$ cat src/rtl/cdb_arbiter_pkg.sv
// Shared types and constants for the CDB arbiter slice.
// Related build option: CDB_ARBITER_BYPASS_EN (see cdb_arbiter.sv).
package cdb_arbiter_pkg;

  localparam int ROB_ID_WIDTH = 4;
  localparam int DATA_WIDTH   = 32;

  typedef logic [ROB_ID_WIDTH-1:0] rob_id_t;
  typedef logic [DATA_WIDTH-1:0]   data_t;

  localparam rob_id_t ZERO_ROB  = '0;
  localparam data_t   ZERO_WORD = '0;
  localparam logic    TRUE      = 1'b1;
  localparam logic    FALSE     = 1'b0;

  typedef enum logic {
    CDB_SRC_ALU = 1'b0,
    CDB_SRC_LSB = 1'b1
  } cdb_src_t;

  typedef struct packed {
    rob_id_t rob_id;
    data_t   result;
  } cdb_entry_t;

  function automatic cdb_src_t other_src(cdb_src_t src);
    return (src == CDB_SRC_ALU) ? CDB_SRC_LSB : CDB_SRC_ALU;
  endfunction

endpackage

$ cat src/rtl/cdb_arbiter_if.sv
// Producer-side and CDB-side signals of the arbiter, plus FIFO occupancy for observation.
interface cdb_arbiter_if
  import cdb_arbiter_pkg::*;
#(
  parameter int FIFO_DEPTH = 4
);
  logic     alu_valid;
  rob_id_t  alu_rob_id;
  data_t    alu_result;
  logic     alu_ready;

  logic     lsb_valid;
  rob_id_t  lsb_rob_id;
  data_t    lsb_result;
  logic     lsb_ready;

  logic     cdb_valid;
  rob_id_t  cdb_rob_id;
  data_t    cdb_result;
  cdb_src_t cdb_src;

  logic [$clog2(FIFO_DEPTH):0] alu_count;
  logic [$clog2(FIFO_DEPTH):0] lsb_count;

  modport slave (
    input  alu_valid, alu_rob_id, alu_result,
    input  lsb_valid, lsb_rob_id, lsb_result,
    output alu_ready, lsb_ready,
    output cdb_valid, cdb_rob_id, cdb_result, cdb_src,
    output alu_count, lsb_count
  );

  modport master (
    output alu_valid, alu_rob_id, alu_result,
    output lsb_valid, lsb_rob_id, lsb_result,
    input  alu_ready, lsb_ready,
    input  cdb_valid, cdb_rob_id, cdb_result, cdb_src,
    input  alu_count, lsb_count
  );
endinterface

$ cat src/rtl/cdb_fifo.sv
// Small result FIFO with a combinational head; clears on rst or flush, freezes while rdy is low.
module cdb_fifo #(
  parameter int DEPTH = 4,
  parameter int WIDTH = 36
) (
  input  logic                     clk,
  input  logic                     rst,
  input  logic                     flush,
  input  logic                     rdy,
  input  logic                     push,
  input  logic [WIDTH-1:0]         push_data,
  input  logic                     pop,
  output logic [WIDTH-1:0]         head,
  output logic [$clog2(DEPTH):0]   count,
  output logic                     full,
  output logic                     empty
);
  localparam int AW = $clog2(DEPTH);
  localparam logic [AW:0] FULL_COUNT = (AW+1)'(DEPTH);

  logic [WIDTH-1:0] mem [DEPTH];
  logic [AW-1:0]    wr_ptr_reg;
  logic [AW-1:0]    rd_ptr_reg;
  logic [AW:0]      count_reg;
  logic             do_push;
  logic             do_pop;

  assign full    = (count_reg == FULL_COUNT);
  assign empty   = (count_reg == '0);
  assign do_push = rdy && push && !full;
  assign do_pop  = rdy && pop && !empty;

  always_ff @(posedge clk) begin
    if (rst || flush) begin
      wr_ptr_reg <= '0;
      rd_ptr_reg <= '0;
      count_reg  <= '0;
    end else begin
      if (do_push) wr_ptr_reg <= wr_ptr_reg + AW'(1);
      if (do_pop)  rd_ptr_reg <= rd_ptr_reg + AW'(1);
      case ({do_push, do_pop})
        2'b10:   count_reg <= count_reg + (AW+1)'(1);
        2'b01:   count_reg <= count_reg - (AW+1)'(1);
        default: count_reg <= count_reg;
      endcase
    end
  end

  // Storage carries no reset; the pointers alone define what is valid.
  always_ff @(posedge clk) begin
    if (do_push) mem[wr_ptr_reg] <= push_data;
  end

  assign head  = mem[rd_ptr_reg];
  assign count = count_reg;
endmodule

$ cat src/rtl/cdb_arbiter.sv
// Round-robin sharing of one registered CDB between the ALU and LSB result FIFOs.
// Build option CDB_ARBITER_BYPASS_EN: an empty FIFO's live input may go straight onto the CDB.
module cdb_arbiter
  import cdb_arbiter_pkg::*;
#(
  parameter int FIFO_DEPTH = 4
) (
  input logic          clk,
  input logic          rst,
  input logic          rdy,
  input logic          flush,
  cdb_arbiter_if.slave bus
);
  localparam int NUM_SRC = 2;
  localparam int COUNT_W = $clog2(FIFO_DEPTH) + 1;

  logic               in_valid [NUM_SRC];
  cdb_entry_t         in_entry [NUM_SRC];
  logic               push     [NUM_SRC];
  logic               pop      [NUM_SRC];
  logic               full     [NUM_SRC];
  logic               empty    [NUM_SRC];
  logic               req      [NUM_SRC];
  logic               granted  [NUM_SRC];
  cdb_entry_t         head     [NUM_SRC];
  cdb_entry_t         cand     [NUM_SRC];
  logic [COUNT_W-1:0] count    [NUM_SRC];

  cdb_src_t   rr_ptr_reg, rr_ptr_next;
  logic       grant_any;
  cdb_src_t   grant_src;
  cdb_entry_t grant_entry;
  logic       cdb_valid_reg;
  cdb_entry_t cdb_entry_reg;
  cdb_src_t   cdb_src_reg;

  // Index 0 is the ALU, index 1 the LSB, matching the cdb_src encoding.
  assign in_valid[0] = bus.alu_valid;
  assign in_entry[0] = {bus.alu_rob_id, bus.alu_result};
  assign in_valid[1] = bus.lsb_valid;
  assign in_entry[1] = {bus.lsb_rob_id, bus.lsb_result};

  genvar gi;
  generate
    for (gi = 0; gi < NUM_SRC; gi++) begin : g_src
      cdb_fifo #(
        .DEPTH(FIFO_DEPTH),
        .WIDTH($bits(cdb_entry_t))
      ) u_fifo (
        .clk       (clk),
        .rst       (rst),
        .flush     (flush),
        .rdy       (rdy),
        .push      (push[gi]),
        .push_data (in_entry[gi]),
        .pop       (pop[gi]),
        .head      (head[gi]),
        .count     (count[gi]),
        .full      (full[gi]),
        .empty     (empty[gi])
      );
`ifdef CDB_ARBITER_BYPASS_EN
      logic bypass;
      assign bypass   = granted[gi] && empty[gi];
      assign req[gi]  = !empty[gi] || in_valid[gi];
      assign push[gi] = in_valid[gi] && !full[gi] && !bypass;
      assign cand[gi] = bypass ? in_entry[gi] : head[gi];
`else
      assign req[gi]  = !empty[gi];
      assign push[gi] = in_valid[gi] && !full[gi];
      assign cand[gi] = head[gi];
`endif
      assign pop[gi] = granted[gi] && !empty[gi];
    end
  endgenerate

  always_comb begin
    granted[0] = 1'b0;
    granted[1] = 1'b0;
    if (req[0] && req[1]) begin
      granted[0] = (rr_ptr_reg == CDB_SRC_ALU);
      granted[1] = (rr_ptr_reg == CDB_SRC_LSB);
    end else begin
      granted[0] = req[0];
      granted[1] = req[1];
    end
  end

  assign grant_any   = req[0] || req[1];
  assign grant_src   = granted[1] ? CDB_SRC_LSB : CDB_SRC_ALU;
  assign grant_entry = granted[1] ? cand[1] : cand[0];
  assign rr_ptr_next = grant_any ? other_src(grant_src) : rr_ptr_reg;

  // Tag and value hold across idle cycles; only the valid bit drops.
  always_ff @(posedge clk) begin
    if (rst || flush) begin
      rr_ptr_reg    <= CDB_SRC_ALU;
      cdb_valid_reg <= FALSE;
      cdb_entry_reg <= {ZERO_ROB, ZERO_WORD};
      cdb_src_reg   <= CDB_SRC_ALU;
    end else if (rdy) begin
      rr_ptr_reg <= rr_ptr_next;
      if (grant_any) begin
        cdb_valid_reg <= TRUE;
        cdb_entry_reg <= grant_entry;
        cdb_src_reg   <= grant_src;
      end else begin
        cdb_valid_reg <= FALSE;
      end
    end
  end

  assign bus.alu_ready  = !full[0];
  assign bus.lsb_ready  = !full[1];
  assign bus.cdb_valid  = cdb_valid_reg;
  assign bus.cdb_rob_id = cdb_entry_reg.rob_id;
  assign bus.cdb_result = cdb_entry_reg.result;
  assign bus.cdb_src    = cdb_src_reg;
  assign bus.alu_count  = count[0];
  assign bus.lsb_count  = count[1];
endmodule

$ cat src/flat_wrapper.sv
// flat-port wrapper written by rule: the top's interface ports become plain ports
module cdb_arbiter_flat import cdb_arbiter_pkg::*;
#(
  parameter int FIFO_DEPTH = 4
)
  (clk, rst, rdy, flush, bus_alu_valid, bus_alu_rob_id, bus_alu_result, bus_lsb_valid, bus_lsb_rob_id, bus_lsb_result, bus_alu_ready, bus_lsb_ready, bus_cdb_valid, bus_cdb_rob_id, bus_cdb_result, bus_cdb_src, bus_alu_count, bus_lsb_count);
  cdb_arbiter_if #(.FIFO_DEPTH(FIFO_DEPTH)) bus_i ();
  input logic clk;
  input logic rst;
  input logic rdy;
  input logic flush;
  input wire logic [$bits(bus_i.alu_valid)-1:0] bus_alu_valid;
  input wire logic [$bits(bus_i.alu_rob_id)-1:0] bus_alu_rob_id;
  input wire logic [$bits(bus_i.alu_result)-1:0] bus_alu_result;
  input wire logic [$bits(bus_i.lsb_valid)-1:0] bus_lsb_valid;
  input wire logic [$bits(bus_i.lsb_rob_id)-1:0] bus_lsb_rob_id;
  input wire logic [$bits(bus_i.lsb_result)-1:0] bus_lsb_result;
  output wire logic [$bits(bus_i.alu_ready)-1:0] bus_alu_ready;
  output wire logic [$bits(bus_i.lsb_ready)-1:0] bus_lsb_ready;
  output wire logic [$bits(bus_i.cdb_valid)-1:0] bus_cdb_valid;
  output wire logic [$bits(bus_i.cdb_rob_id)-1:0] bus_cdb_rob_id;
  output wire logic [$bits(bus_i.cdb_result)-1:0] bus_cdb_result;
  output wire logic [$bits(bus_i.cdb_src)-1:0] bus_cdb_src;
  output wire logic [$bits(bus_i.alu_count)-1:0] bus_alu_count;
  output wire logic [$bits(bus_i.lsb_count)-1:0] bus_lsb_count;
  assign bus_i.alu_valid = bus_alu_valid;
  assign bus_i.alu_rob_id = bus_alu_rob_id;
  assign bus_i.alu_result = bus_alu_result;
  assign bus_i.lsb_valid = bus_lsb_valid;
  assign bus_i.lsb_rob_id = bus_lsb_rob_id;
  assign bus_i.lsb_result = bus_lsb_result;
  assign bus_alu_ready = bus_i.alu_ready;
  assign bus_lsb_ready = bus_i.lsb_ready;
  assign bus_cdb_valid = bus_i.cdb_valid;
  assign bus_cdb_rob_id = bus_i.cdb_rob_id;
  assign bus_cdb_result = bus_i.cdb_result;
  assign bus_cdb_src = bus_i.cdb_src;
  assign bus_alu_count = bus_i.alu_count;
  assign bus_lsb_count = bus_i.lsb_count;
  cdb_arbiter #(.FIFO_DEPTH(FIFO_DEPTH)) u_core (.clk(clk), .rst(rst), .rdy(rdy), .flush(flush), .bus(bus_i));
endmodule
$ cat config.mk
export PLATFORM = sky130hd
export DESIGN_NAME = cdb_arbiter_flat
export DESIGN_NICKNAME = d
export VERILOG_FILES = /design/src/rtl/cdb_arbiter_pkg.sv /design/src/rtl/cdb_arbiter_if.sv /design/src/rtl/cdb_fifo.sv /design/src/rtl/cdb_arbiter.sv /design/src/flat_wrapper.sv
export SDC_FILE = /design/constraint.sdc
export NUM_CORES = 1
export LEC_CHECK = 0
export BUFFER_PORTS_ARGS = -buffer_cell sky130_fd_sc_hd__buf_2
export CAP_MARGIN = 20
export CORE_MARGIN = 2
export CORE_UTILIZATION = 40
export DETAILED_ROUTE_END_ITERATION = 16
export PLACE_DENSITY_LB_ADDON = 0.1
export SLEW_MARGIN = 20
export SYNTH_ARGS = -nofsm -noshare
export SYNTH_HDL_FRONTEND = slang
export SYNTH_SLANG_ARGS = --single-unit
export TNS_END_PERCENT = 50
$ cat constraint.sdc
create_clock -name clk -period 3.48 [get_ports clk]
set_input_delay 0.696 -clock clk [delete_from_list [all_inputs] [get_ports clk]]
set_output_delay 0.696 -clock clk [all_outputs]
set_load 0.03 [all_outputs]
==> qor.csv <==
stage,metric,value,unit
status,outcome,completed,
routing,final antenna-violating net count,0,
setup_path,max incr delay on CP,560,ps
cells_and_area,Seq. cell area,0.009799,mm2
logic_synthesis,post-synthesis cell type count,36,
clock_network,Post-CTS Setup Inserts,0,
cells_and_area,# fillers,2670,
setup_path,reg2reg setup slack,1020,ps
power,VDD IR max,0.3193,mV
setup_path,critical path launch point type,flop,
clock_network,H-tree levels,2,
timing,Max Freq,407.2,MHz
setup_path,Crit path top cell by count,or3_1,
routing,drt first pass iters,6,
clock_network,clk_lat worst skew,510,ps
clock_network,Inserted Clock Buffers,38,
setup_path,worst-path cell chain,or3_1 > a21oi_4 > ha_1 > inv_1 > fa_1 > xor2_1 > or3_1 > a21oi_1,
logic_synthesis,synthesized cell area,0.01299,mm2
power,sw power,1.775,mW
place,PortBufs,123,
timing,minimum clock period after layout,2456,ps
die,Core Area,0.03180,mm2
cells_and_area,area of the multi-input gates,0.002968,mm2
routing,vias,6559,
routing,Detailed Route Iter0 Violations,554,
timing,max-slew violation count,0,
setup_path,crit path max-delay cell type,or3_1,
grt,vias in the first global route,6871,
setup_path,Reg2Reg Depth,8,
cells_and_area,Non-Filler Instances,1271,
setup_path,Worst Path Arrival,2880,ps
logic_synthesis,Ys Warns,0,
clock_network,clk root buf,clkbuf_16,
cells_and_area,Final Util,48.28,%
place,pre-CTS setup slack,701.5,ps
grt,first-pass GRT wire length,43700,um
logic_synthesis,synthesized area per cell,19.83,um2
cells_and_area,synthesis-to-finish area growth,18.23,%
setup_path,WP buf/inv,1,
die,row cnt,65,
timing,Setup Viol. Count Final,0,
setup_path,Worst Setup EP,u_core.g_src[0].u_fifo.count[2],
setup_path,reg2reg end,u_core.g_src[0].u_fifo.count[2],
die,Die X,184.2,um
power,Sw Ratio,20.24,%
logic_synthesis,Main synth FF type,edfxtp_1,
place,area post-placement,0.01413,mm2
setup_path,Reg2Reg Launch Point,u_core.g_src[1].u_fifo.count[2],
setup_path,"Largest delay share family, worst path",simple AND/OR/NAND/NOR gates,
cells_and_area,max reg flops,288,
grt,grt ovf,0,
timing,slew of the pin with the lowest slew margin,1086,ps
place,Routability Congestion,0.7099,
timing,final setup margin,1024,ps
die,Chip Height,184.2,um
logic_synthesis,XOR/XNOR share of the synthesized area,0.6070,%
cells_and_area,most frequent cells in the layout,"288 x edfxtp_1, 123 x buf_2, 72 x mux4_2",
logic_synthesis,Mapped Nets,745,
logic_synthesis,Post-synth EDFFs,288,
clock_network,"Hold-fix buffers, CTS",0,
grt,initial antenna violation count,9,
grt,GRT Overall Usage,17.80,%
routing,routed wire length,29160,um
logic_synthesis,post-synthesis mux area share,14.18,%
logic_synthesis,Synth Area in Compound Gates,4.731,%
setup_path,kind of critical path,flop to flop,
logic_synthesis,simple-gate portion of the synthesized area,1.927,%
clock_network,TritonCTS Sinks,345,
worst_hold_path,HP Class,input pin to flop,
logic_synthesis,largest family of logic cells by synthesized area,multiplexers,
setup_path,Crit. End Element,flop,
power,final total power,8.770,mW
cells_and_area,fraction of layout cells with a size suffix above 1,36.10,%
clock_network,worst-case clock buffer depth,3,
logic_synthesis,synthesized instance count,655,
timing,Fin. Hold Viols,0,
power,internal power,6.995,mW
setup_path,Critical Path RT,3910,ps
die,overall die area,0.03392,mm2
logic_synthesis,asr flop ratio synth,0,%
clock_network,TritonCTS clock tree,built,
routing,DRC,0,
setup_path,Levels on crit path,8,
place,placed insts,1196,
power,Comb pwr share,4.1,%
cells_and_area,"Design Area, Final",0.01535,mm2
power,Flop pwr share,52.1,%
timing,unrepaired setup endpoints after global routing,false,
setup_path,crit path launch,u_core.g_src[1].u_fifo.count[2],
clock_network,Worst-path clk slew,60,ps
setup_path,Crit Path Max Fanout,6,
logic_synthesis,Synth Area in Adders,1.272,%
grt,pin count of the biggest net entering global routing,41,
timing,Hold Slack,402.4,ps
job,Max Cap Viol,0,
clock_network,post-cts repair resize count,0,
logic_synthesis,"Seq/Total Area, Yosys",75.38,%
power,Power Density,571.2,mW/mm2
timing,setup TNS,0,ps
routing,via-per-instance ratio,5.161,
logic_synthesis,Yosys reg bits,345,
die,# IOs,124,
timing,Max-slew headroom,27.58,%
place,post-detail-place hpwl,18930,um
cells_and_area,"commonest non-fill, non-tap cell in the layout",edfxtp_1,
power,Leakage,5.206,nW
timing,Clock Skews,12.24,ps
cells_and_area,NumNets Final,891,
power,clock share of power,43.8,%
routing,per-cell routed wire length,22.95,um
timing,period utilization,70.58,%
die,initial core utilization,40.84,%
-- kinds of logic (layout without fill, tap and decap cells) --
family          Yosys count  count (layout)
flops                   345             345
mux                      94              94
compound gates           92              92
simple gates             56              56
buf+inv                  47             223
fa+ha+maj                12              12
xor+xnor                  9               9
other cells               0               5
-- routing by layer --
metal	vias up	GRT usage, %	part of all wire (%)	wire (um)
met5	-	0	0.14	41
met4	6	4.992	2.2	634
met3	55	4.090	5.9	1732
met2	175	29.04	48	14030
met1	3391	24.12	44	12730
li1	2932	-	-	-
-- worst reg2reg max path, stage by stage (launching register included) --
cell,delay [ps]
dfxtp_1,340
or3_1,560
a21oi_4,220
ha_1,210
inv_1,60
fa_1,370
xor2_1,160
or3_1,310
a21oi_1,140
-- worst min-delay path by stage --
| stage | startpoint | depth (start not counted) | to | slack (ps) |
|---|---|---|---|---|
| 2_1_floorplan | u_core.g_src[0].u_fifo.rd_ptr_reg[1] | 2 | flop | 490 |
| 3_3_place_gp | u_core.bus.cdb_result[21] | 2 | u_core.bus.cdb_result[21] | 450 |
| 3_5_place_dp | u_core.bus.cdb_result[26] | 2 | u_core.bus.cdb_result[26] | 450 |
| 4_1_cts | bus_alu_result[16] | 1 | u_core.g_src[0].u_fifo.mem[1][16] | 380 |
| 5_1_grt | bus_alu_result[23] | 1 | u_core.g_src[0].u_fifo.mem[3][23] | 380 |
| 6_report | bus_alu_result[16] | 1 | u_core.g_src[0].u_fifo.mem[1][16] | 400 |
-- power groups by stage --
stage / Clock, mW / Sequential (mW) / Combinational [mW]
2_1_floorplan: 0 / 4.67 / 0.181
3_3_place_gp: 0 / 4.65 / 0.360
3_5_place_dp: 0 / 4.66 / 0.367
4_1_cts: 3.95 / 4.57 / 0.369
5_1_grt: 4.11 / 4.57 / 0.393
6_report: 3.84 / 4.57 / 0.361
-- cell type report --
| class | count | area share [%] |
|---|---|---|
| inverter | 13 | 0.3178 |
| timing repair buffer | 140 | 5.004 |
| tap | 435 | 3.545 |
| sequential | 345 | 63.83 |
| antenna | 5 | 0.08149 |
| clock inverter | 10 | 0.4890 |
| clock buffer | 60 | 7.408 |
| multi-input combinational | 263 | 19.33 |
-- cell usage after synthesis (10+ instances only) --
library cell / count / share of area, %
dfxtp_1: 57 / 8.8
nand2_1: 20 / 0.58
edfxtp_1: 288 / 67
ha_1: 10 / 0.96
a21oi_1: 38 / 1.5
clkbuf_1: 14 / 0.40
nor2_1: 20 / 0.58
inv_1: 13 / 0.38
mux4_2: 72 / 12
o21ai_0: 22 / 0.85
mux2i_1: 22 / 1.7
No activity file was read; power rests on OpenSTA's default activity.
